File: config.mk
export PLATFORM = sky130hd
export DESIGN_NAME = alu_seq_arbiter
export DESIGN_NICKNAME = d
export VERILOG_FILES = /design/src/rtl/alu_seq_arbiter.sv
export SDC_FILE = /design/constraint.sdc
export NUM_CORES = 1
export LEC_CHECK = 0
export CORE_ASPECT_RATIO = 1.2
export CORE_MARGIN = 2
export CORE_UTILIZATION = 45
export CTS_BUF_LIST = sky130_fd_sc_hd__clkbuf_4 sky130_fd_sc_hd__clkbuf_8 sky130_fd_sc_hd__clkbuf_16
export CTS_CLUSTER_SIZE = 30
export DETAILED_ROUTE_END_ITERATION = 10
export GPL_ROUTABILITY_DRIVEN = 0
export PLACE_DENSITY = 0.78
export SYNTH_ARGS = -nofsm -noshare
export SYNTH_HDL_FRONTEND = slang
export SYNTH_SLANG_ARGS = --single-unit
File: constraint.sdc
create_clock -name clk -period 7.9 [get_ports clk]
set_clock_uncertainty 0.1 [all_clocks]
set_input_delay 2.37 -clock clk [delete_from_list [all_inputs] [get_ports clk]]
set_output_delay 2.37 -clock clk [all_outputs]
set_load 0.1 [all_outputs]
File: src/rtl/alu_seq_arbiter.sv
// Round-robin arbiter sharing one bit-serial ALU between two requesters.
// Frames argument/command words onto sin and collects result/status words from sout.
module alu_seq_arbiter #(
  parameter int MAX_ARGS     = 10,
  parameter int RESULT_WORDS = 4,
  parameter int RESP_TIMEOUT = 255
) (
  input  logic                      clk,
  input  logic                      rst,
  input  logic                      req0_valid,
  output logic                      req0_ready,
  input  logic [7:0]                req0_cmd,
  input  logic [3:0]                req0_argc,
  input  logic [8*MAX_ARGS-1:0]     req0_args,
  input  logic                      req0_bad_par,
  input  logic                      req1_valid,
  output logic                      req1_ready,
  input  logic [7:0]                req1_cmd,
  input  logic [3:0]                req1_argc,
  input  logic [8*MAX_ARGS-1:0]     req1_args,
  input  logic                      req1_bad_par,
  output logic                      sin,
  input  logic                      sout,
  output logic                      rsp_valid,
  output logic                      rsp_id,
  output logic [8*RESULT_WORDS-1:0] rsp_result,
  output logic [8:0]                rsp_status,
  output logic                      rsp_err,
  output logic                      rsp_timeout
);

  localparam int RW = 8 * RESULT_WORDS;
  localparam int AW = 8 * MAX_ARGS;
  localparam int TW = $clog2(RESP_TIMEOUT + 1);

  localparam logic [2:0] S_IDLE = 3'd0;
  localparam logic [2:0] S_SEND = 3'd1;
  localparam logic [2:0] S_WAIT = 3'd2;
  localparam logic [2:0] S_RECV = 3'd3;
  localparam logic [2:0] S_DONE = 3'd4;

  localparam logic [3:0]    ARGC_MAX = 4'(MAX_ARGS);
  localparam logic [3:0]    RX_FULL  = 4'(RESULT_WORDS);
  localparam logic [TW-1:0] TMO_LAST = TW'(RESP_TIMEOUT - 1);
  localparam logic [8:0]    ST_NOERR = 9'h100;

  logic [2:0]    state;
  logic          last_id;
  logic          cur_id;
  logic [7:0]    cmd_q;
  logic [3:0]    argc_q;
  logic [AW-1:0] args_q;
  logic          bad_par_q;
  logic [3:0]    bit_cnt;
  logic [3:0]    word_idx;
  logic [TW-1:0] timer;
  logic [9:0]    rx_word;
  logic [RW-1:0] result_q;
  logic [3:0]    rx_count;
  logic          err_q;

  logic          grant_any;
  logic          grant_id;
  logic [3:0]    tx_sel;
  logic [AW-1:0] tx_shift;
  logic [8:0]    tx_body;
  logic [9:0]    tx_word;
  logic          tx_bit;
  logic          rx_word_err;

  // Tie goes to the requester that was not served last.
  // NOTE: every signal written in always_comb gets a default first, so no latch is inferred.
  always_comb begin
    grant_any = 1'b0;
    grant_id  = 1'b0;
    if (state == S_IDLE && !rst) begin
      if (req0_valid && req1_valid) begin
        grant_any = 1'b1;
        grant_id  = ~last_id;
      end else if (req0_valid) begin
        grant_any = 1'b1;
        grant_id  = 1'b0;
      end else if (req1_valid) begin
        grant_any = 1'b1;
        grant_id  = 1'b1;
      end
    end
  end

  assign req0_ready = grant_any && !grant_id;
  assign req1_ready = grant_any && grant_id;

  // Transmit word: arguments first, then the command; bad_par corrupts only word 0.
  always_comb begin
    tx_sel   = (word_idx < argc_q) ? word_idx : 4'd0;
    tx_shift = args_q >> {tx_sel, 3'b000};
    tx_body  = (word_idx < argc_q) ? {1'b0, tx_shift[7:0]} : {1'b1, cmd_q};
    tx_word  = {tx_body, (^tx_body) ^ (bad_par_q && word_idx == 4'd0)};
    tx_bit   = 1'b1;
    if (bit_cnt == 4'd0) begin
      tx_bit = 1'b0;
    end else if (bit_cnt <= 4'd10) begin
      tx_bit = tx_word[4'd10 - bit_cnt];
    end
  end

  // Driven from state so that an async reset returns the line to idle at once.
  assign sin = (state == S_SEND) ? tx_bit : 1'b1;

  assign rx_word_err = (^rx_word) | ~sout;

  // NOTE: sequential state uses non-blocking assignments so every register sees pre-edge values.
  always_ff @(posedge clk or posedge rst) begin
    if (rst) begin
      state       <= S_IDLE;
      last_id     <= 1'b1;
      cur_id      <= 1'b0;
      cmd_q       <= '0;
      argc_q      <= '0;
      args_q      <= '0;
      bad_par_q   <= 1'b0;
      bit_cnt     <= '0;
      word_idx    <= '0;
      timer       <= '0;
      rx_word     <= '0;
      result_q    <= '0;
      rx_count    <= '0;
      err_q       <= 1'b0;
      rsp_valid   <= 1'b0;
      rsp_id      <= 1'b0;
      rsp_result  <= '0;
      rsp_status  <= '0;
      rsp_err     <= 1'b0;
      rsp_timeout <= 1'b0;
    end else begin
      rsp_valid <= 1'b0;
      case (state)
        S_IDLE: begin
          if (grant_any) begin
            cur_id    <= grant_id;
            cmd_q     <= grant_id ? req1_cmd : req0_cmd;
            args_q    <= grant_id ? req1_args : req0_args;
            bad_par_q <= grant_id ? req1_bad_par : req0_bad_par;
            if (grant_id) begin
              argc_q <= (req1_argc > ARGC_MAX) ? ARGC_MAX : req1_argc;
            end else begin
              argc_q <= (req0_argc > ARGC_MAX) ? ARGC_MAX : req0_argc;
            end
            bit_cnt  <= '0;
            word_idx <= '0;
            result_q <= '0;
            rx_count <= '0;
            err_q    <= 1'b0;
            state    <= S_SEND;
          end
        end

        S_SEND: begin
          if (bit_cnt == 4'd11) begin
            bit_cnt <= '0;
            if (word_idx == argc_q) begin
              timer <= TW'(1);
              state <= S_WAIT;
            end else begin
              word_idx <= word_idx + 4'd1;
            end
          end else begin
            bit_cnt <= bit_cnt + 4'd1;
          end
        end

        // timer holds cycles elapsed since the last stop bit.
        S_WAIT: begin
          if (!sout) begin
            bit_cnt <= '0;
            state   <= S_RECV;
          end else if (timer == TMO_LAST) begin
            rsp_valid   <= 1'b1;
            rsp_id      <= cur_id;
            rsp_result  <= '0;
            rsp_status  <= '0;
            rsp_err     <= err_q;
            rsp_timeout <= 1'b1;
            state       <= S_DONE;
          end else begin
            timer <= timer + TW'(1);
          end
        end

        S_RECV: begin
          if (bit_cnt == 4'd10) begin
            bit_cnt <= '0;
            if (!rx_word[9]) begin
              result_q <= {result_q[RW-9:0], rx_word[8:1]};
              if (rx_count != 4'hF) begin
                rx_count <= rx_count + 4'd1;
              end
              err_q <= err_q | rx_word_err | (rx_count >= RX_FULL);
              timer <= TW'(1);
              state <= S_WAIT;
            end else begin
              rsp_valid   <= 1'b1;
              rsp_id      <= cur_id;
              rsp_result  <= result_q;
              rsp_status  <= rx_word[9:1];
              rsp_err     <= err_q | rx_word_err |
                             (rx_word[9:1] == ST_NOERR && rx_count < RX_FULL);
              rsp_timeout <= 1'b0;
              state       <= S_DONE;
            end
          end else begin
            rx_word <= {rx_word[8:0], sout};
            bit_cnt <= bit_cnt + 4'd1;
          end
        end

        S_DONE: begin
          last_id <= cur_id;
          state   <= S_IDLE;
        end

        default: state <= S_IDLE;
      endcase
    end
  end

endmodule
==> metrics <==
status=complete, no violations; Worst-path clk slew=0.06 ns; launching element type of the critical path=flip-flop; num rows=59; CTS H-Tree Depth=1; total grt overflow=0; Die ar.=23000 µm²; Vias/cell=5.55; pins over their slew limit=0; top-level I/O count=239; Worst path max stage delay=0.83 ns; DRT Pass-1 Iters=6; syn avg cell area=9.39 µm²; postcts setup bufs=0; main flop type after synthesis=dfrtp_1; Crit Path Category=flip-flop to primary output; Max rail drop VDD=0.412 mV; most frequent cells in the layout=nand2_1 (319), clkdlybuf4s50_1 (235), dfrtp_1 (204); share of post-route cells with drive strength above 1=7.28%; element type at the critical path end=primary output; CTS tree=done; Post-synth ARST share=100%; commonest non-fill, non-tap cell in the layout=nand2_1; final WL=27100 µm; leakage power figure=5.84 nW; total power draw=5.50 mW; Clock Sinks=206; Synth Cell Area=9810 µm²; CP arrival=4.33 ns; Final setup viols=0; share of the synthesized area in the top cell type=52.3%; Core Region=21600 µm²; # resized after CTS=0; Hold Violations, Final=0; Critical Path Fanout Max=20; global-route wire length before repair=43500 µm; Slew @ Worst Pin=0.975 ns; n_diodes=0; fin nets=1451; placed wire-length estimate=19400 µm; Most common cell on crit path=xnor2_1; hold-fix buffers at CTS=0; initial antenna violation count=0; cell area power density=419 nW/µm²; largest net degree at the start of global routing=92; root buf cell=clkbuf_16; Post-route DRC=0; Post-DP Area=12400 µm²; antenna-violating nets left=0; CTS buffer count=22; MaxCap Viol Count=0; Period minus WS final=6.80 ns; CP required=5.43 ns; Die Span Y=166 µm; worst min path class=flip-flop to flip-flop; RSZ-0062 raised after global routing=no; Setup TNS Final=0 ns; number of global-route vias before repair=8440; Starting Density=45.5%; Rel. slew slack=34.8%; gr usage total=23.1%; final instance area=13100 µm²; Iteration-0 DRC Markers=656; Port Buf Inserts=238; sequential area share after synthesis=52.6%; final worst-path cycle share=86.1%; Seq cells post-synth=206; Mapped Nets=1248; WL/cell=17.7 µm; Die Width=139 µm; Syn Inst Count=1044; slowest cell on the critical path=dfrtp_1; crit-path cells=ha_1 > nor2b_1 > o211ai_1 > and2_1 > mux2i_1 > xnor2_1 > xnor2_1 > xnor2_1 > xnor3_1 > o21ai_1 > buf_4; Max clock buf depth=3; Vias=8525; Ys Warns=0; Post-synth EDFFs=0; Synth area leader=dfrtp_1; synth unique cells=62; Worst-Skew Late Latency=0.50 ns; Max Freq=147 MHz; synth-to-layout area growth=33.8%; largest cells by area after synthesis=dfrtp_1 (52%), nand2_1 (12%), a22oi_1 (6.9%), o21ai_1 (2.6%), o21ai_0 (2.5%)
final cells by class:
cell class	count	area, µm²
fillers	1798	8430
flip-flops and latches	206	5160
multi-input cells	746	4300
repair buffers	252	2490
clock buffers	34	696
well taps	274	343
inverters	19	75.1
clock inverters	6	61.3
path summary, 6_finish.rpt:
kind	startpoint	endpoint	slack [ns]	cells past startpoint
min reg2reg	rsp_result[27]$_DFFE_PP0P_	rsp_result[27]$_DFFE_PP0P_	0.36	2
min	rsp_result[27]$_DFFE_PP0P_	rsp_result[27]$_DFFE_PP0P_	0.36	2
max	word_idx[1]$_DFFE_PP0P_	sin	1.10	11
max in group asynchronous	rst	cmd_q[0]$_DFFE_PP0P_	4.16	4
max reg2reg	bit_cnt[0]$_DFFE_PP0P_	rsp_result[5]$_DFFE_PP0P_	4.03	11
min in group asynchronous	rst	rx_count[0]$_DFFE_PP0P_	2.24	3
state kept, by name (all words and copies together) (netlist names):
signal       flops
result_q        32
bit_cnt          4
rsp_status       9
args_q          80
rsp_timeout      1
timer            8
word_idx         4
rsp_result      32
cmd_q            8
rsp_valid        1
argc_q           4
rx_word         10
rsp_id           1
state            3
last_id          1
rsp_err          1
cur_id           1
err_q            1
rx_count         4
bad_par_q        1
through the flow:
step	hold WS, ns	cells	setup WS [ns]	util [%]
final	0.364	1537	1.10	60.9
after global routing	0.395	1537	0.869	60.9
after CTS	0.370	1537	1.07	60.9
after detailed placement	0.357	1497	1.30	57.4
after global placement	0.349	1497	1.30	57.4
after floorplan	0.337	1044	1.08	-
cell usage after synthesis (all sizes together), types with 2 or more instances:
cell / n
clkbuf: 54
o31ai: 6
nor3: 10
mux2: 12
xnor2: 17
o21ai: 100
a31oi: 2
buf: 19
o221ai: 3
dfrtp: 205
and3: 6
a21oi: 16
nor2: 33
inv: 19
or2: 3
a32oi: 2
a2111oi: 3
a22oi: 90
nand3b: 2
nor2b: 5
a211o: 2
o211ai: 2
and2: 2
a21o: 2
nand2b: 5
nand2: 319
a211oi: 3
o21a: 2
xor2: 6
a311oi: 2
nand4: 5
ha: 13
nand3: 19
nor3b: 2
nor4: 5
mux4: 10
mux2i: 22
a21boi: 2
routing by layer:
metal / GRT usage, % / part of all wire, % / up-vias
li1: - / - / 4041
met1: 28.2 / 39 / 4101
met2: 41.1 / 51 / 333
met3: 4.39 / 6.7 / 50
met4: 7.33 / 3.1 / 0
met5: 0 / 0 / -
worst max-delay path, delay by kind of cell (launching register included):
kind                       cells  cell delay, ns
and+or+nand+nor                2            0.63
DFF                            1            0.83
xor gates and xnor gates       4            0.84
muxes                          1            0.34
AOI/OAI and AO/OA              2            0.47
adders and majority gates      1            0.38
buffers and inverters          1            0.34
kinds of logic (layout without fill, tap and decap cells):
group                      after synthesis  in the layout  share of synthesized area (%)
muxes                                   44             44                           5.92
and+or+nand+nor                        420            420                           17.6
AOI/OAI and AO/OA                      245            245                           16.2
adders and majority gates               13             13                           1.66
xor gates and xnor gates                24             24                           2.28
DFF                                    206            206                           52.6
buffers and inverters                   92            311                           3.84
power by group:
group          switching (mW)  internal, mW
clock                   0.417         0.640
sequential              0.389          1.49
combinational            1.57         0.998
total                    2.38          3.13
No activity file was read; power rests on OpenSTA's default activity.
